File: src/rtl/data_mem_access_unit_if.sv
// Bundle of CPU request/response and RAM port signals for data_mem_access_unit.
// ram_be exists only when MEMACC_BYTE_WE_EN is defined.
interface data_mem_access_unit_if #(
  parameter int RAM_AW  = 9,
  parameter int PADDR_W = RAM_AW + 2
);
  logic               req_valid;
  logic               req_ready;
  logic               mem_write;
  logic [1:0]         size;
  logic               sign_ext;
  logic [PADDR_W-1:0] pAddr;
  logic               iAddr;
  logic [31:0]        wdata;
  logic               resp_valid;
  logic               resp_ready;
  logic [31:0]        rdata;
  logic               addr_err;
  logic [RAM_AW-1:0]  ram_addr;
  logic               ram_we;
  logic [31:0]        ram_wdata;
  logic [31:0]        ram_rdata;
`ifdef MEMACC_BYTE_WE_EN
  logic [3:0]         ram_be;
`endif

  modport slave (
    input  req_valid, mem_write, size, sign_ext, pAddr, iAddr, wdata,
    input  resp_ready, ram_rdata,
    output req_ready, resp_valid, rdata, addr_err, ram_addr, ram_we, ram_wdata
`ifdef MEMACC_BYTE_WE_EN
    , output ram_be
`endif
  );

  modport master (
    output req_valid, mem_write, size, sign_ext, pAddr, iAddr, wdata,
    output resp_ready, ram_rdata,
    input  req_ready, resp_valid, rdata, addr_err, ram_addr, ram_we, ram_wdata
`ifdef MEMACC_BYTE_WE_EN
    , input ram_be
`endif
  );
endinterface

File: src/rtl/data_mem_access_unit.sv
// Load/store engine between the address decoder and a 512x32 synchronous RAM.
// Define MEMACC_BYTE_WE_EN for per-byte RAM write enables instead of read-modify-write.
module data_mem_access_unit #(
  parameter int RAM_AW  = 9,
  parameter int PADDR_W = RAM_AW + 2
) (
  input logic                   clk,
  input logic                   rst_n,
  data_mem_access_unit_if.slave bus
);

  localparam logic [2:0] IDLE  = 3'd0;
  localparam logic [2:0] READ  = 3'd1;
  localparam logic [2:0] MERGE = 3'd2;
  localparam logic [2:0] WRITE = 3'd3;
  localparam logic [2:0] LOAD  = 3'd4;
  localparam logic [2:0] RESP  = 3'd5;

  logic [2:0]        state_q, state_d;
  logic [1:0]        off_q, off_d;
  logic [1:0]        size_q, size_d;
  logic              sign_q, sign_d;
  logic              we_q, we_d;
  logic [15:0]       wdata_q, wdata_d;
  logic              resp_valid_q, resp_valid_d;
  logic [31:0]       rdata_q, rdata_d;
  logic              addr_err_q, addr_err_d;
  logic [RAM_AW-1:0] ram_addr_q, ram_addr_d;
  logic              ram_we_q, ram_we_d;
  logic [31:0]       ram_wdata_q, ram_wdata_d;
`ifdef MEMACC_BYTE_WE_EN
  logic [3:0]        ram_be_q, ram_be_d;
`endif

  logic              acc_err;
  logic [31:0]       byte_lane, half_lane, load_val, merged;

  assign acc_err = bus.iAddr || (bus.size == 2'b11)
                || (bus.size == 2'b01 && bus.pAddr[0])
                || (bus.size == 2'b10 && bus.pAddr[1:0] != 2'b00);

  // Lane extraction and merge both work on the word the RAM returns this cycle
  always_comb begin
    byte_lane = bus.ram_rdata >> {off_q, 3'b000};
    half_lane = bus.ram_rdata >> {off_q[1], 4'b0000};
    case (size_q)
      2'b00:   load_val = sign_q ? {{24{byte_lane[7]}}, byte_lane[7:0]} : {24'h0, byte_lane[7:0]};
      2'b01:   load_val = sign_q ? {{16{half_lane[15]}}, half_lane[15:0]} : {16'h0, half_lane[15:0]};
      default: load_val = bus.ram_rdata;
    endcase
    merged = bus.ram_rdata;
    if (size_q == 2'b00) merged[{off_q, 3'b000} +: 8] = wdata_q[7:0];
    else                 merged[{off_q[1], 4'b0000} +: 16] = wdata_q;
  end

  always_comb begin
    state_d      = state_q;
    off_d        = off_q;
    size_d       = size_q;
    sign_d       = sign_q;
    we_d         = we_q;
    wdata_d      = wdata_q;
    resp_valid_d = resp_valid_q;
    rdata_d      = rdata_q;
    addr_err_d   = addr_err_q;
    ram_addr_d   = ram_addr_q;
    ram_we_d     = ram_we_q;
    ram_wdata_d  = ram_wdata_q;
`ifdef MEMACC_BYTE_WE_EN
    ram_be_d     = ram_be_q;
`endif
    case (state_q)
      IDLE: begin
        if (bus.req_valid) begin
          off_d      = bus.pAddr[1:0];
          size_d     = bus.size;
          sign_d     = bus.sign_ext;
          we_d       = bus.mem_write;
          wdata_d    = bus.wdata[15:0];
          rdata_d    = 32'h0;
          addr_err_d = 1'b0;
          ram_addr_d = bus.pAddr[PADDR_W-1:2];
          if (acc_err) begin
            addr_err_d   = 1'b1;
            resp_valid_d = 1'b1;
            state_d      = RESP;
`ifdef MEMACC_BYTE_WE_EN
          end else if (bus.mem_write) begin
            ram_we_d = 1'b1;
            state_d  = WRITE;
            case (bus.size)
              2'b00: begin
                ram_wdata_d = {4{bus.wdata[7:0]}};
                ram_be_d    = 4'b0001 << bus.pAddr[1:0];
              end
              2'b01: begin
                ram_wdata_d = {2{bus.wdata[15:0]}};
                ram_be_d    = bus.pAddr[1] ? 4'b1100 : 4'b0011;
              end
              default: begin
                ram_wdata_d = bus.wdata;
                ram_be_d    = 4'b1111;
              end
            endcase
`else
          end else if (bus.mem_write && bus.size == 2'b10) begin
            ram_we_d    = 1'b1;
            ram_wdata_d = bus.wdata;
            state_d     = WRITE;
`endif
          end else begin
            state_d = READ;
          end
        end
      end
      READ:  state_d = we_q ? MERGE : LOAD;
      MERGE: begin
        ram_wdata_d = merged;
        ram_we_d    = 1'b1;
        state_d     = WRITE;
      end
      WRITE: begin
        ram_we_d     = 1'b0;
        resp_valid_d = 1'b1;
        state_d      = RESP;
      end
      LOAD: begin
        rdata_d      = load_val;
        resp_valid_d = 1'b1;
        state_d      = RESP;
      end
      RESP: begin
        if (bus.resp_ready) begin
          resp_valid_d = 1'b0;
          state_d      = IDLE;
        end
      end
      default: state_d = IDLE;
    endcase
  end

  always_ff @(posedge clk) begin
    if (!rst_n) begin
      state_q      <= IDLE;
      off_q        <= 2'b00;
      size_q       <= 2'b00;
      sign_q       <= 1'b0;
      we_q         <= 1'b0;
      wdata_q      <= 16'h0;
      resp_valid_q <= 1'b0;
      rdata_q      <= 32'h0;
      addr_err_q   <= 1'b0;
      ram_addr_q   <= '0;
      ram_we_q     <= 1'b0;
      ram_wdata_q  <= 32'h0;
`ifdef MEMACC_BYTE_WE_EN
      ram_be_q     <= 4'h0;
`endif
    end else begin
      state_q      <= state_d;
      off_q        <= off_d;
      size_q       <= size_d;
      sign_q       <= sign_d;
      we_q         <= we_d;
      wdata_q      <= wdata_d;
      resp_valid_q <= resp_valid_d;
      rdata_q      <= rdata_d;
      addr_err_q   <= addr_err_d;
      ram_addr_q   <= ram_addr_d;
      ram_we_q     <= ram_we_d;
      ram_wdata_q  <= ram_wdata_d;
`ifdef MEMACC_BYTE_WE_EN
      ram_be_q     <= ram_be_d;
`endif
    end
  end

  assign bus.req_ready  = (state_q == IDLE);
  assign bus.resp_valid = resp_valid_q;
  assign bus.rdata      = rdata_q;
  assign bus.addr_err   = addr_err_q;
  assign bus.ram_addr   = ram_addr_q;
  assign bus.ram_we     = ram_we_q;
  assign bus.ram_wdata  = ram_wdata_q;
`ifdef MEMACC_BYTE_WE_EN
  assign bus.ram_be     = ram_be_q;
`endif

endmodule

File: src/flat_wrapper.sv
// flat-port wrapper written by rule: the top's interface ports become plain ports
module data_mem_access_unit_flat 
#(
  parameter int RAM_AW  = 9,
  parameter int PADDR_W = RAM_AW + 2
)
  (clk, rst_n, bus_req_valid, bus_mem_write, bus_size, bus_sign_ext, bus_pAddr, bus_iAddr, bus_wdata, bus_resp_ready, bus_ram_rdata, bus_req_ready, bus_resp_valid, bus_rdata, bus_addr_err, bus_ram_addr, bus_ram_we, bus_ram_wdata);
  data_mem_access_unit_if #(.RAM_AW(RAM_AW), .PADDR_W(PADDR_W)) bus_i ();
  input logic clk;
  input logic rst_n;
  input wire logic [$bits(bus_i.req_valid)-1:0] bus_req_valid;
  input wire logic [$bits(bus_i.mem_write)-1:0] bus_mem_write;
  input wire logic [$bits(bus_i.size)-1:0] bus_size;
  input wire logic [$bits(bus_i.sign_ext)-1:0] bus_sign_ext;
  input wire logic [$bits(bus_i.pAddr)-1:0] bus_pAddr;
  input wire logic [$bits(bus_i.iAddr)-1:0] bus_iAddr;
  input wire logic [$bits(bus_i.wdata)-1:0] bus_wdata;
  input wire logic [$bits(bus_i.resp_ready)-1:0] bus_resp_ready;
  input wire logic [$bits(bus_i.ram_rdata)-1:0] bus_ram_rdata;
  output wire logic [$bits(bus_i.req_ready)-1:0] bus_req_ready;
  output wire logic [$bits(bus_i.resp_valid)-1:0] bus_resp_valid;
  output wire logic [$bits(bus_i.rdata)-1:0] bus_rdata;
  output wire logic [$bits(bus_i.addr_err)-1:0] bus_addr_err;
  output wire logic [$bits(bus_i.ram_addr)-1:0] bus_ram_addr;
  output wire logic [$bits(bus_i.ram_we)-1:0] bus_ram_we;
  output wire logic [$bits(bus_i.ram_wdata)-1:0] bus_ram_wdata;
  assign bus_i.req_valid = bus_req_valid;
  assign bus_i.mem_write = bus_mem_write;
  assign bus_i.size = bus_size;
  assign bus_i.sign_ext = bus_sign_ext;
  assign bus_i.pAddr = bus_pAddr;
  assign bus_i.iAddr = bus_iAddr;
  assign bus_i.wdata = bus_wdata;
  assign bus_i.resp_ready = bus_resp_ready;
  assign bus_i.ram_rdata = bus_ram_rdata;
  assign bus_req_ready = bus_i.req_ready;
  assign bus_resp_valid = bus_i.resp_valid;
  assign bus_rdata = bus_i.rdata;
  assign bus_addr_err = bus_i.addr_err;
  assign bus_ram_addr = bus_i.ram_addr;
  assign bus_ram_we = bus_i.ram_we;
  assign bus_ram_wdata = bus_i.ram_wdata;
  data_mem_access_unit #(.RAM_AW(RAM_AW), .PADDR_W(PADDR_W)) u_core (.clk(clk), .rst_n(rst_n), .bus(bus_i));
endmodule
File: config.mk
export PLATFORM = sky130hd
export DESIGN_NAME = data_mem_access_unit_flat
export DESIGN_NICKNAME = d
export VERILOG_FILES = /design/src/rtl/data_mem_access_unit_if.sv /design/src/rtl/data_mem_access_unit.sv /design/src/flat_wrapper.sv
export SDC_FILE = /design/constraint.sdc
export NUM_CORES = 1
export LEC_CHECK = 0
export ABC_AREA = 1
export CAP_MARGIN = 15
export CORE_ASPECT_RATIO = 1.5
export CORE_MARGIN = 3
export CORE_UTILIZATION = 53
export CTS_CLUSTER_SIZE = 14
export DETAILED_ROUTE_END_ITERATION = 6
export PLACE_DENSITY = 0.86
export REMOVE_ABC_BUFFERS = 1
export SYNTH_ARGS = -nofsm -noshare
export SYNTH_HDL_FRONTEND = slang
export SYNTH_SLANG_ARGS = --single-unit
File: constraint.sdc
create_clock -name clk -period 3.9 [get_ports clk]
set_input_delay 0.585 -clock clk [delete_from_list [all_inputs] [get_ports clk]]
set_output_delay 0.585 -clock clk [all_outputs]
set_load 0.03 [all_outputs]
==> impl_metrics.py, run 1 <==
metrics = {
    "sta": {
        "slew_headroom_pct": 43.2,
        "period_share_pct": 67.2,
        "rsz0062_at_grt": "no",
        "fmax_mhz": 381,
        "finalHoldViolCount": 0,
        "finalSetupViolCount": 0,
        "period_needed_ps": 2620,
        "slew_viol_final": 0,
        "worst_pin_slew_ps": 851,
        "finalSetupTns_ps": 0,
        "skew_ps": 7.19,
    },
    "critical_path": {
        "cp_data_arrival_time_ps": 2910,
        "path_cells": "inv_2 > ha_1 > clkinv_1 > nand2_1 > nor2_1 > nand2_1 > nand2_1 > nand3_1 > nand2_1 > nor2_1 > nor2_1",
        "crit_type": "register to register",
        "crit_path_frequent_cell": "nand2_1",
        "cp-end-kind": "register",
        "cp_num_cells": 11,
        "critPathMaxStageDelay_ps": 560,
        "path_buf_inv": 2,
        "crit_fanout": 11,
        "r2r.worst_path.cells": 11,
        "required_ps": 4190,
        "cp_slowest_cell": "dfxtp_1",
        "crit_family": "simple AND/OR/NAND/NOR gates",
        "start_kind": "register",
    },
    "run_status": {
        "status": "complete, no violations",
    },
    "floorplan": {
        "ios": 161,
        "die_y_um": 138,
        "die_w_um": 93.9,
        "rows": 47,
        "die_area_um2": 13000,
        "start_util_pct": 55.0,
        "coreArea_um2": 11200,
    },
    "place": {
        "port_buffers": 160,
        "place_hpwl_um": 13500,
        "placed_area_um2": 7720,
        "gp_congestion": 0.921,
        "dp_cells": 1284,
    },
    "grt": {
        "grt_max_degree": 47,
        "grt_pass1_wl_um": 31100,
        "gr-usage-all-layers_pct": 30.0,
        "antenna_found_initial": 0,
        "grt.overflow.total": 0,
        "grt_pass1_vias": 6488,
    },
    "clocking": {
        "tritoncts": "done",
        "clkSinkCount": 101,
        "cts_resized": 0,
        "clk_root_buffer_cell": "clkbuf_16",
        "cts_buffers": 9,
        "clk_latency_ps": 350,
        "cts.htree.levels": 3,
        "clock_path_buffers": 2,
        "cts_setup_buffers": 0,
        "cts_hold_buf": 0,
        "clkTransAtPathRegs_ps": 70,
    },
    "power": {
        "powerDensity_nw_per_um2": 523,
        "ir_drop_v": 0.000399,
        "p_leak_nw": 3.60,
        "power_mw": 4.19,
    },
    "layout": {
        "synthToLayoutAreaGrowth_pct": 30.3,
        "drive_above_1_share_pct": 6.25,
        "utilization_pct": 71.7,
        "diodes": 0,
        "final_area_um2": 8010,
        "layoutNonFillerInstCount": 1299,
        "nets": 1237,
    },
    "routing": {
        "drtIter0Drc": 663,
        "antenna_left": 0,
        "via_per_inst": 5.39,
        "vias": 6996,
        "wire_per_inst_um": 15.1,
        "firstDrtPassIters": 6,
        "drt-total-wl_um": 19600,
        "drc": 0,
    },
    "logic_synthesis": {
        "yosys_warnings": 0,
        "syn_area_um2": 6150,
        "synth_async_sr_flop_share_pct": 0,
        "seq_area_frac_synth_pct": 32.9,
        "avgSynthCellArea_um2": 6.00,
        "synth_edf_count": 0,
        "syn-instance-count": 1024,
        "synth_seq_cells": 101,
        "synthFlopType": "dfxtp_1",
        "synth_cell_type_count": 33,
    },
    "min_path": {
        "hold_class": "register to register",
        "min_path_cells": 2,
    },
    "job": {
        "maxCapViolations": 0,
    },
}
-- report_power, final --
part / switching [mW] / leakage (nW) / total (mW) / internal (mW)
Sequential: 0.117 / 0.828 / 1.34 / 1.22
Clock: 0.407 / 0.141 / 0.902 / 0.494
Combinational: 1.27 / 2.63 / 1.95 / 0.682
-- cells in the final DEF (no fill, tap or decap), types with 10 or more instances in the layout --
cell type and n:
o211ai_1 14, nand2_2 12, a21oi_2 10, nand3_1 38, nor2_1 121, inv_1 93, dfxtp_1 100, a21oi_1 97
nand2_1 339, o21ai_0 91, buf_4 10, clkdlybuf4s50_1 159
-- worst min-delay path, delay by kind of cell, from the launching register on --
family / cells / cell delay [ps]
compound gates: 1 / 60
flops: 1 / 310
buf+inv: 1 / 50
-- worst paths after layout --
| kind | startpoint | slack, ps | end |
|---|---|---|---|
| setup reg to reg | u_core.off_q[0]$_SDFFE_PN0P_ | 1280 | u_core.bus.ram_wdata[14]$_SDFFE_PN0P_ |
| hold / removal | u_core.bus.resp_valid$_SDFFE_PN0P_ | 460 | u_core.bus.resp_valid$_SDFFE_PN0P_ |
| setup / recovery | u_core.off_q[0]$_SDFFE_PN0P_ | 1280 | u_core.bus.ram_wdata[14]$_SDFFE_PN0P_ |
| hold reg to reg | u_core.bus.resp_valid$_SDFFE_PN0P_ | 460 | u_core.bus.resp_valid$_SDFFE_PN0P_ |
-- cells by family (layout without fill, tap and decap cells) --
group	Yosys count	after routing	synth area share, %
AOI/OAI and AO/OA	220	220	19.1
adders and majority gates	5	5	1.02
buffers and inverters	165	293	11.3
DFF	101	101	32.9
and+or+nand+nor	533	533	35.7
-- cell type report --
| cell class | count | area (um2) |
|---|---|---|
| Clock buffer | 9 | 225 |
| Sequential cell | 101 | 2020 |
| Clock inverter | 6 | 65.1 |
| Timing Repair Buffer | 170 | 1670 |
| Multi-Input combinational cell | 758 | 3430 |
| Fill cell | 985 | 3160 |
| Tap cell | 147 | 184 |
| Inverter | 108 | 410 |
-- cells in the mapped netlist, types with 2 or more instances --
master    count  area (um2)
ha_1          5        62.6
buf_6         2        22.5
a21oi_1      97         485
nand2_2      12        75.1
and2_1        6        37.5
o211ai_1     14         105
o21ai_1       8        40.0
nand2_1     339        1270
clkbuf_1     31         116
nor2_2        2        12.5
nor3_2        2        20.0
a21oi_2      10        87.6
inv_2         9        33.8
nor3_1        2        10.0
inv_1        93         349
clkinv_1      5        18.8
dfxtp_1     101        2020
buf_4         4        30.0
nand2_4       3        33.8
nand3_1      38         190
o21ai_0      91         455
buf_2        18        90.1
nor2_1      121         454
nor2_4        2        22.5
-- per-layer routing --
metal / up-vias / global-route usage (%) / wire length (um)
li1: 3457 / - / -
met5: - / 0 / 0
met4: 0 / 13.8 / 758
met2: 367 / 53.2 / 9710
met3: 50 / 5.54 / 1590
met1: 3122 / 34.8 / 7490
-- per-stage QoR --
stage          setup WS (ps)  hold WS [ps]
6_report                1280           461
5_1_grt                 1070           476
4_1_cts                 1330           461
3_5_place_dp            1170           450
3_3_place_gp            1280           444
2_1_floorplan            754           444
-- sequential cells by signal, indices dropped and copies added, names as in the netlist --
register and flops:
u_core.state_q 3, u_core.bus.ram_we 1, u_core.we_q 1, u_core.bus.addr_err 1
u_core.wdata_q 16, u_core.bus.resp_valid 1, u_core.sign_q 1, u_core.bus.rdata 32
u_core.off_q 2, u_core.bus.ram_addr 9, u_core.bus.ram_wdata 32, u_core.size_q 2
Note: power is estimated with default switching activity, not from simulation.
==> run 2: changes to the inputs <==
- CORE_UTILIZATION: 53 -> 50
- PLACE_DENSITY: 0.86 -> 0.82
- clock period: 3.9 -> 2.7 ns (I/O delays scaled with it)
==> run 2 against run 1 <==
Compared with the run above:
- highest routed layer unchanged
- power increased by 51%
- routed wire length increased by 3.5%
- fmax increased by 16%
- non-clock buffer count increased by 12
- clock power increased by 70%
- critical path depth unchanged
- design area increased by 2.1%
- via count increased by 1.1%
- clock skew about the same
- critical path type unchanged
- flip-flop and latch count unchanged
- utilization decreased by 3.6 points
- combinational power increased by 48%
==> impl_metrics.py, run 2 (synthesized netlist as in run 1, its figures left out) <==
metrics = {
    "floorplan": {
        "rows": 49,
        "coreArea_um2": 12000,
        "die_w_um": 96.5,
        "ios": 161,
        "die_y_um": 142,
        "start_util_pct": 51.2,
        "die_area_um2": 13700,
    },
    "min_path": {
        "hp-start": "rst_n",
        "min_to": "u_core.bus.ram_wdata[7]$_SDFFE_PN0P_",
        "min_path_cells": 3,
        "hold_class": "primary input to register",
    },
    "sta": {
        "fin_ws_ps": 431,
        "finalSetupTns_ps": 0,
        "slew_headroom_pct": 47.5,
        "worst_pin_slew_ps": 785,
        "period_needed_ps": 2270,
        "fmax_mhz": 441,
        "finalHoldWorstSlack_ps": 347,
        "period_share_pct": 84.1,
        "finalSetupViolCount": 0,
        "rsz0062_at_grt": "no",
        "finalHoldViolCount": 0,
        "skew_ps": 7.40,
        "slew_viol_final": 0,
    },
    "power": {
        "ir_drop_v": 0.000520,
        "p_leak_nw": 3.69,
        "powerDensity_nw_per_um2": 776,
    },
    "critical_path": {
        "reg2reg_from": "u_core.off_q[1]$_SDFFE_PN0P_",
        "path_cells": "buf_4 > ha_1 > clkinv_1 > nor3_1 > buf_4 > nand2_1 > nand2_1 > nand2_1 > nand2_1 > nor2_1 > nor2_1",
        "r2r.worst_path.cells": 11,
        "crit_fanout": 45,
        "crit_path_frequent_cell": "nand2_1",
        "cp-end-kind": "register",
        "cp_slowest_cell": "buf_4",
        "reg2reg_slack_ps": 430,
        "critPathMaxStageDelay_ps": 400,
        "crit_family": "buffers and inverters",
        "start_kind": "register",
        "cp_num_cells": 11,
        "required_ps": 2980,
        "crit_type": "register to register",
        "path_buf_inv": 3,
        "cp_data_arrival_time_ps": 2550,
        "timing.rr.end": "u_core.bus.ram_wdata[19]$_SDFFE_PN0P_",
    },
    "grt": {
        "antenna_found_initial": 0,
        "grt.overflow.total": 0,
        "grt_max_degree": 47,
        "grt_pass1_vias": 6586,
        "grt_pass1_wl_um": 32100,
        "gr-usage-all-layers_pct": 29.7,
    },
    "place": {
        "port_buffers": 160,
        "placed_area_um2": 7830,
        "place_hpwl_um": 13900,
        "gp_congestion": 0.900,
        "dp_cells": 1302,
        "pre_cts_ws_ps": 473,
    },
    "clocking": {
        "cts_resized": 0,
        "clock_path_buffers": 2,
        "cts_buffers": 9,
        "cts_setup_buffers": 0,
        "clkTransAtPathRegs_ps": 70,
        "cts.htree.levels": 3,
        "tritoncts": "done",
        "clk_latency_ps": 350,
        "clk_root_buffer_cell": "clkbuf_16",
        "cts_hold_buf": 0,
        "clkSinkCount": 101,
    },
    "routing": {
        "drtIter0Drc": 648,
        "drt-total-wl_um": 20200,
        "firstDrtPassIters": 5,
        "antenna_left": 0,
        "wire_per_inst_um": 15.4,
        "drc": 0,
        "via_per_inst": 5.37,
        "vias": 7073,
    },
    "layout": {
        "nets": 1249,
        "drive_above_1_share_pct": 7.22,
        "final_common_cell": "nand2_1",
        "synthToLayoutAreaGrowth_pct": 33.0,
        "layoutNonFillerInstCount": 1317,
        "mostFrequentLayoutCells": "nand2_1, clkdlybuf4s50_1, nor2_1",
        "fillers": 1107,
        "diodes": 0,
        "final_area_um2": 8180,
    },
    "job": {
        "maxCapViolations": 0,
    },
    "run_status": {
        "status": "complete, no violations",
    },
}
==> run 2: tightest hold or removal path: stages <==
cell,delay [ps]
buf_2,150
nand2_1,70
nor2_1,30
==> run 2: worst max-delay path by stage <==
stage                                                        to                    startpoint
after floorplan           u_core.bus.ram_wdata[17]$_SDFFE_PN0P_  u_core.off_q[1]$_SDFFE_PN0P_
after global placement    u_core.bus.ram_wdata[25]$_SDFFE_PN0P_                   bus_size[1]
after detailed placement  u_core.bus.ram_wdata[22]$_SDFFE_PN0P_                   bus_size[1]
after CTS                 u_core.bus.ram_wdata[17]$_SDFFE_PN0P_  u_core.off_q[1]$_SDFFE_PN0P_
after global routing      u_core.bus.ram_wdata[17]$_SDFFE_PN0P_  u_core.off_q[1]$_SDFFE_PN0P_
final                     u_core.bus.ram_wdata[19]$_SDFFE_PN0P_  u_core.off_q[1]$_SDFFE_PN0P_
==> run 2: through the flow <==
stage / util, % / power, mW
4_1_cts: 68.1 / 6.33
3_3_place_gp: 65.2 / 4.75
5_1_grt: 68.1 / 6.71
3_5_place_dp: 65.2 / 4.80
2_1_floorplan: - / 3.72
6_report: 68.1 / 6.35
==> run 2: layout make-up <==
type,count,area [um2],area share (%)
well taps,153,191,2.34
clock buffers,11,253,3.09
clock inverters,4,95.1,1.16
inverters,108,410,5.02
flip-flops and latches,101,2020,24.7
repair buffers,182,1770,21.7
multi-input cells,758,3430,42.0
==> run 2: where the power goes <==
group | switching [mW] | total [mW] | leakage [nW] | internal (mW)
combinational | 1.86 | 2.89 | 2.69 | 1.03
sequential | 0.166 | 1.94 | 0.828 | 1.77
clock | 0.579 | 1.53 | 0.172 | 0.951
total | 2.60 | 6.35 | 3.69 | 3.75
==> run 2: layer usage <==
layer	track usage, %	up-vias	part of all wire, %
li1	-	3485	-
met1	36.1	3161	38
met2	50.0	356	49
met3	5.41	71	8.2
met4	13.9	0	4.4
met5	0	-	0
==> run 3: changes to the inputs <==
- clock period: 2.7 -> 2.38 ns (I/O delays scaled with it)
==> run 3 against run 2 <==
Compared with the run above:
- clock-buffer cell count unchanged
- critical path type unchanged
- register-to-register slack got worse by 160 ps
- design area decreased by 0.50%
- setup slack got worse by 160 ps
- via count decreased by 1.7%
- routed wire length decreased by 2.6%
- highest routed layer unchanged
==> impl_metrics.py, run 3 (synthesized netlist as in run 1, its figures left out) <==
metrics = {
    "run_status": {
        "status": "complete, no violations",
    },
    "layout": {
        "layoutNonFillerInstCount": 1320,
        "multi_input_area_um2": 3430,
        "regArea_um2": 2020,
        "synthToLayoutAreaGrowth_pct": 32.4,
        "nets": 1251,
        "drive_above_1_share_pct": 7.37,
        "mostFrequentLayoutCells": "nand2_1, clkdlybuf4s50_1, nor2_1",
        "final_common_cell": "nand2_1",
        "fillers": 1103,
        "utilization_pct": 67.7,
        "diodes": 0,
        "final_area_um2": 8140,
    },
    "power": {
        "p_leak_nw": 3.66,
        "ir_drop_v": 0.000569,
        "powerDensity_nw_per_um2": 845,
    },
    "floorplan": {
        "coreArea_um2": 12000,
        "die_y_um": 142,
        "rows": 49,
        "ios": 161,
        "start_util_pct": 51.2,
        "die_w_um": 96.5,
        "die_area_um2": 13700,
    },
    "clocking": {
        "clk_root_buffer_cell": "clkbuf_16",
        "cts_buffers": 9,
        "cts_hold_buf": 0,
        "clkSinkCount": 101,
        "cts_setup_buffers": 0,
        "clock_path_buffers": 2,
        "cts.htree.levels": 3,
        "tritoncts": "done",
        "clk_latency_ps": 350,
        "clkTransAtPathRegs_ps": 70,
        "cts_resized": 0,
    },
    "place": {
        "placed_area_um2": 7860,
        "dp_cells": 1304,
        "gp_congestion": 0.920,
        "port_buffers": 160,
        "place_hpwl_um": 13900,
    },
    "critical_path": {
        "required_ps": 2620,
        "start_kind": "register",
        "cp_data_arrival_time_ps": 2350,
        "crit_type": "register to register",
        "cp-end-kind": "register",
        "crit_fanout": 10,
    },
    "grt": {
        "busiest_layer": "met2",
        "grt_pass1_wl_um": 31500,
        "use_met3_pct": 4.40,
        "grt_pass1_vias": 6619,
        "gr-usage-all-layers_pct": 29.1,
        "grt.overflow.total": 0,
        "grt_max_degree": 74,
        "use_met2_pct": 48.6,
        "grtUsageMet1_pct": 35.2,
        "antenna_found_initial": 0,
    },
    "sta": {
        "skew_ps": 8.11,
        "worst_pin_slew_ps": 795,
        "slew_headroom_pct": 46.9,
        "finalSetupViolCount": 0,
        "finalHoldViolCount": 0,
        "period_share_pct": 88.8,
        "rsz0062_at_grt": "no",
        "fmax_mhz": 473,
        "finalHoldWorstSlack_ps": 326,
        "period_needed_ps": 2110,
        "slew_viol_final": 0,
    },
    "routing": {
        "via_per_inst": 5.27,
        "drtIter0Drc": 517,
        "vias": 6954,
        "firstDrtPassIters": 5,
        "drc": 0,
        "wire_per_inst_um": 14.9,
        "drt-total-wl_um": 19700,
        "antenna_left": 0,
    },
    "min_path": {
        "hold_class": "primary input to register",
    },
    "job": {
        "maxCapViolations": 0,
    },
}
[run 3: cell type report]
cell class	count	share of cell area, %
Multi-Input combinational cell	758	42.2
Sequential cell	101	24.9
Timing Repair Buffer	184	22.1
Inverter	108	5.04
Clock buffer	11	2.98
Tap cell	153	2.35
Clock inverter	5	0.446
[run 3: through the flow]
| stage | setup WS, ps | power [mW] | TNS [ps] |
|---|---|---|---|
| after detailed placement | 268 | 5.47 | 0 |
| after global routing | 76.5 | 7.31 | 0 |
| after global placement | 313 | 5.41 | 0 |
| after CTS | 280 | 6.87 | 0 |
| final | 266 | 6.87 | 0 |
| after floorplan | -766 | 4.22 | -29810 |
[run 3: metal layers]
layer | routed length [um] | vias to the layer above
met1 | 7790 | 3083
met3 | 1250 | 76
met2 | 9700 | 295
met5 | 0 | -
li1 | - | 3500
met4 | 982 | 0
[run 3: critical path, cell delays in order (launching register included)]
cell	delay (ps)
dfxtp_2	340
inv_2	170
ha_1	240
clkinv_1	340
nand2_1	250
nor2_1	60
buf_4	170
nand2_1	60
nand2_1	40
nand3_1	60
nand2_1	70
nor2_1	130
nor2_1	60
[run 3: worst paths after layout]
path | endpoint | slack (ps) | start | cells past startpoint
max | u_core.bus.ram_wdata[14]$_SDFFE_PN0P_ | 270 | u_core.off_q[1]$_SDFFE_PN0P_ | 12
min reg2reg | u_core.bus.resp_valid$_SDFFE_PN0P_ | 460 | u_core.bus.resp_valid$_SDFFE_PN0P_ | 2
max reg2reg | u_core.bus.ram_wdata[14]$_SDFFE_PN0P_ | 270 | u_core.off_q[1]$_SDFFE_PN0P_ | 12
min | u_core.bus.rdata[23]$_SDFFE_PN0P_ | 330 | rst_n | 3
[run 3: power breakdown]
group / internal (mW) / total [mW] / switching (mW)
combinational: 1.18 / 3.28 / 2.10
sequential: 2.01 / 2.20 / 0.188
clock: 0.738 / 1.40 / 0.658
total: 3.93 / 6.87 / 2.95
==> variant (settings of run 2) <==
`RAM_AW` is set to 9 in 3 places; all go to 8.
--- a/src/rtl/data_mem_access_unit_if.sv
+++ b/src/rtl/data_mem_access_unit_if.sv
@@ -2,5 +2,5 @@
 // ram_be exists only when MEMACC_BYTE_WE_EN is defined.
 interface data_mem_access_unit_if #(
-  parameter int RAM_AW  = 9,
+  parameter int RAM_AW  = 8,
   parameter int PADDR_W = RAM_AW + 2
 );
--- a/src/rtl/data_mem_access_unit.sv
+++ b/src/rtl/data_mem_access_unit.sv
@@ -2,5 +2,5 @@
 // Define MEMACC_BYTE_WE_EN for per-byte RAM write enables instead of read-modify-write.
 module data_mem_access_unit #(
-  parameter int RAM_AW  = 9,
+  parameter int RAM_AW  = 8,
   parameter int PADDR_W = RAM_AW + 2
 ) (
--- a/src/flat_wrapper.sv
+++ b/src/flat_wrapper.sv
@@ -2,5 +2,5 @@
 module data_mem_access_unit_flat 
 #(
-  parameter int RAM_AW  = 9,
+  parameter int RAM_AW  = 8,
   parameter int PADDR_W = RAM_AW + 2
 )
Interface: changed (resized bus_pAddr and bus_ram_addr); port bits go from 161 to 159. The function was not compared with the original's and may differ.
==> variant against run 2 <==
  * Routed wire length is 5.6% lower
  * Setup slack worse by 0.035 ns
  * Total power is 5.1% lower
  * Count of clock-buffer cells in the layout is 2 lower
  * First-iteration DRC count is 24% lower
  * Final area is 1.5% lower
  * Via count is 3.2% lower
  * Sequential share of layout area is 0.12 points higher
  * Global-route usage is 1.3 points lower
  * Sequential cell count is 1 lower
  * Combinational power is 2% lower
  * Synthesized area is 0.37% lower
  * Critical endpoint is now u_core.bus.ram_wdata[23]
  * Synthesized cell count stayed put
  * Highest routed layer unchanged
==> variant: results (changes against run 2) <==
Min path
  – Worst Hold End: u_core.bus.resp_valid
  – Hold/Removal Path Class: reg2reg
  – Worst hold stages: 2 (-1)
  – Worst hold path startpoint: u_core.bus.resp_valid

Global route
  – Largest net degree at the start of global routing: 70 (+49%)
  – GRT Total Usage: 0.2846 (-0.01285)
  – Met2 Usage GRT: 0.4842 (-0.01547)
  – Grt met1 use: 0.3439 (-0.01746)
  – GR Util met3: 0.03395 (-0.02016)
  – Vias in the first global route: 6396 (-2.9%)
  – First-pass GRT wire length: 30.68 mm (-4.4%)

Finish
  – Fraction of layout cells with a size suffix above 1: 0.07069 (-0.001475)
  – Final non-filler cell total: 1310 (-0.53%)
  – Layout net count: 1243 (-0.48%)

Drt
  – DR vias: 6850 (-3.2%)
  – Final wirelength: 19.09 mm (-5.6%)
  – Initial DRC count: 490 (-24%)
  – Drt first pass iters: 7 (+2)

Yosys
  – Synth area leaders: dfxtp_1, nand2_1, a21oi_1
  – Avg Cell Area, Syn: 5.982 um2 (-0.37%)
  – Synth cell count leaders: nand2_1, nor2_1, dfxtp_1, a21oi_1, inv_1
  – Post-synthesis cell type count: 32 (-3.0%)
  – Register area share after synthesis: 0.3268 (-0.002059)

Worst setup path
  – Max FO, Critical Path: 20 (-56%)
  – R2R Path Start: u_core.size_q[1]
  – Reg2Reg Depth: 9 (-2)
  – Reg-to-reg endpoint: u_core.bus.ram_wdata[23]
  – Flop2flop setup slack: 0.40 ns (-0.04 ns)
  – Worst Path Arrival: 2.56 ns (about the same)

Placed design
  – Hpwl dp: 13.52 mm (-2.6%)
  – PortBufs: 158 (-1.3%)

Power and ir drop
  – Maximum VDD drop: 0.4552 mV (-12%)
  – Leak pwr: 0.003640 uW (-1.4%)

Outcome
  – Run status: finished, final reports clean

Clock tree
  – H-tree levels: 3 (unchanged)

STA
  – Worst slew pin tran: 0.8051 ns (+0.02006 ns)
  – Setup Skew: 0.01060 ns (+0.003202 ns)

Die
  – Chip width: 96.38 um (-0.17%)
==> variant: cell count changes in the layout (fill, tap and decap cells not counted), sizes merged, moves of 2 or more <==
cell | run 2 | this run
nand2 | 354 | 358
clkbuf | 11 | 9
o211ai | 14 | 12
clkinvlp | 0 | 2
clkdlybuf4s50 | 159 | 157
inv | 102 | 104
buf | 23 | 21
bufinv | 3 | 0
==> variant: power breakdown <==
part           leakage (uW)  switching, uW  total [uW]  internal [uW]
clock network      0.000134            626        1270            640
logic               0.00269           1810        2830           1020
registers          0.000819            174        1930           1750
==> variant: logic make-up (layout without fill, tap and decap cells) <==
family                   count (synthesis)  count (layout)  share of synthesized area
AND/OR/NAND/NOR                        538             538                     0.3609
flip-flops                             100             100                     0.3268
adder cells (fa/ha/maj)                  5               5                    0.01021
buffers and inverters                  165             301                     0.1146
AO/OA/AOI/OAI                          216             216                     0.1875
==> variant: routing by layer <==
metal | vias up | part of all wire
li1 | 3472 | -
met1 | 3033 | 0.40
met2 | 289 | 0.50
met3 | 56 | 0.057
met4 | 0 | 0.047
met5 | - | 0
==> variant: final cells by class <==
type / count / area (um2)
clock inverters: 7 / 61.31
multi-input cells: 759 / 3422
well taps: 150 / 187.7
fillers: 1038 / 3654
clock buffers: 9 / 225.2
inverters: 107 / 406.6
repair buffers: 178 / 1752
flip-flops and latches: 100 / 2003
==> variant: how the worst max path moves through the flow <==
| stage | to | slack [ns] | start |
|---|---|---|---|
| after detailed placement | u_core.bus.ram_wdata[23] | 0.46 | u_core.size_q[1] |
| after global placement | u_core.bus.rdata[27] | 0.56 | bus_req_valid |
| after global routing | u_core.bus.ram_wdata[23] | 0.19 | u_core.size_q[1] |
| after floorplan | u_core.bus.ram_wdata[25] | -0.86 | u_core.off_q[1] |
| after CTS | u_core.bus.ram_wdata[23] | 0.45 | u_core.size_q[1] |
| final | u_core.bus.ram_wdata[23] | 0.40 | u_core.size_q[1] |
==> variant: metrics by stage <==
step | setup slack (ns) | hold slack, ns | instance area, um2
global route | 0.1884 | 0.4815 | 8058
global placement | 0.5582 | 0.4426 | 7771
floorplan | -0.8601 | 0.4388 | 5831
finish | 0.3955 | 0.4523 | 8058
detailed placement | 0.4625 | 0.4428 | 7771
CTS | 0.4462 | 0.4551 | 8058
==> variant: critical path: stages, from the launching register on <==
cell	delay (ns)
dfxtp_1	0.62
clkinv_4	0.18
nand2_2	0.36
inv_1	0.42
o21ai_0	0.28
inv_1	0.07
nand2_1	0.07
nand2_1	0.05
nor2_1	0.09
nor2_1	0.05
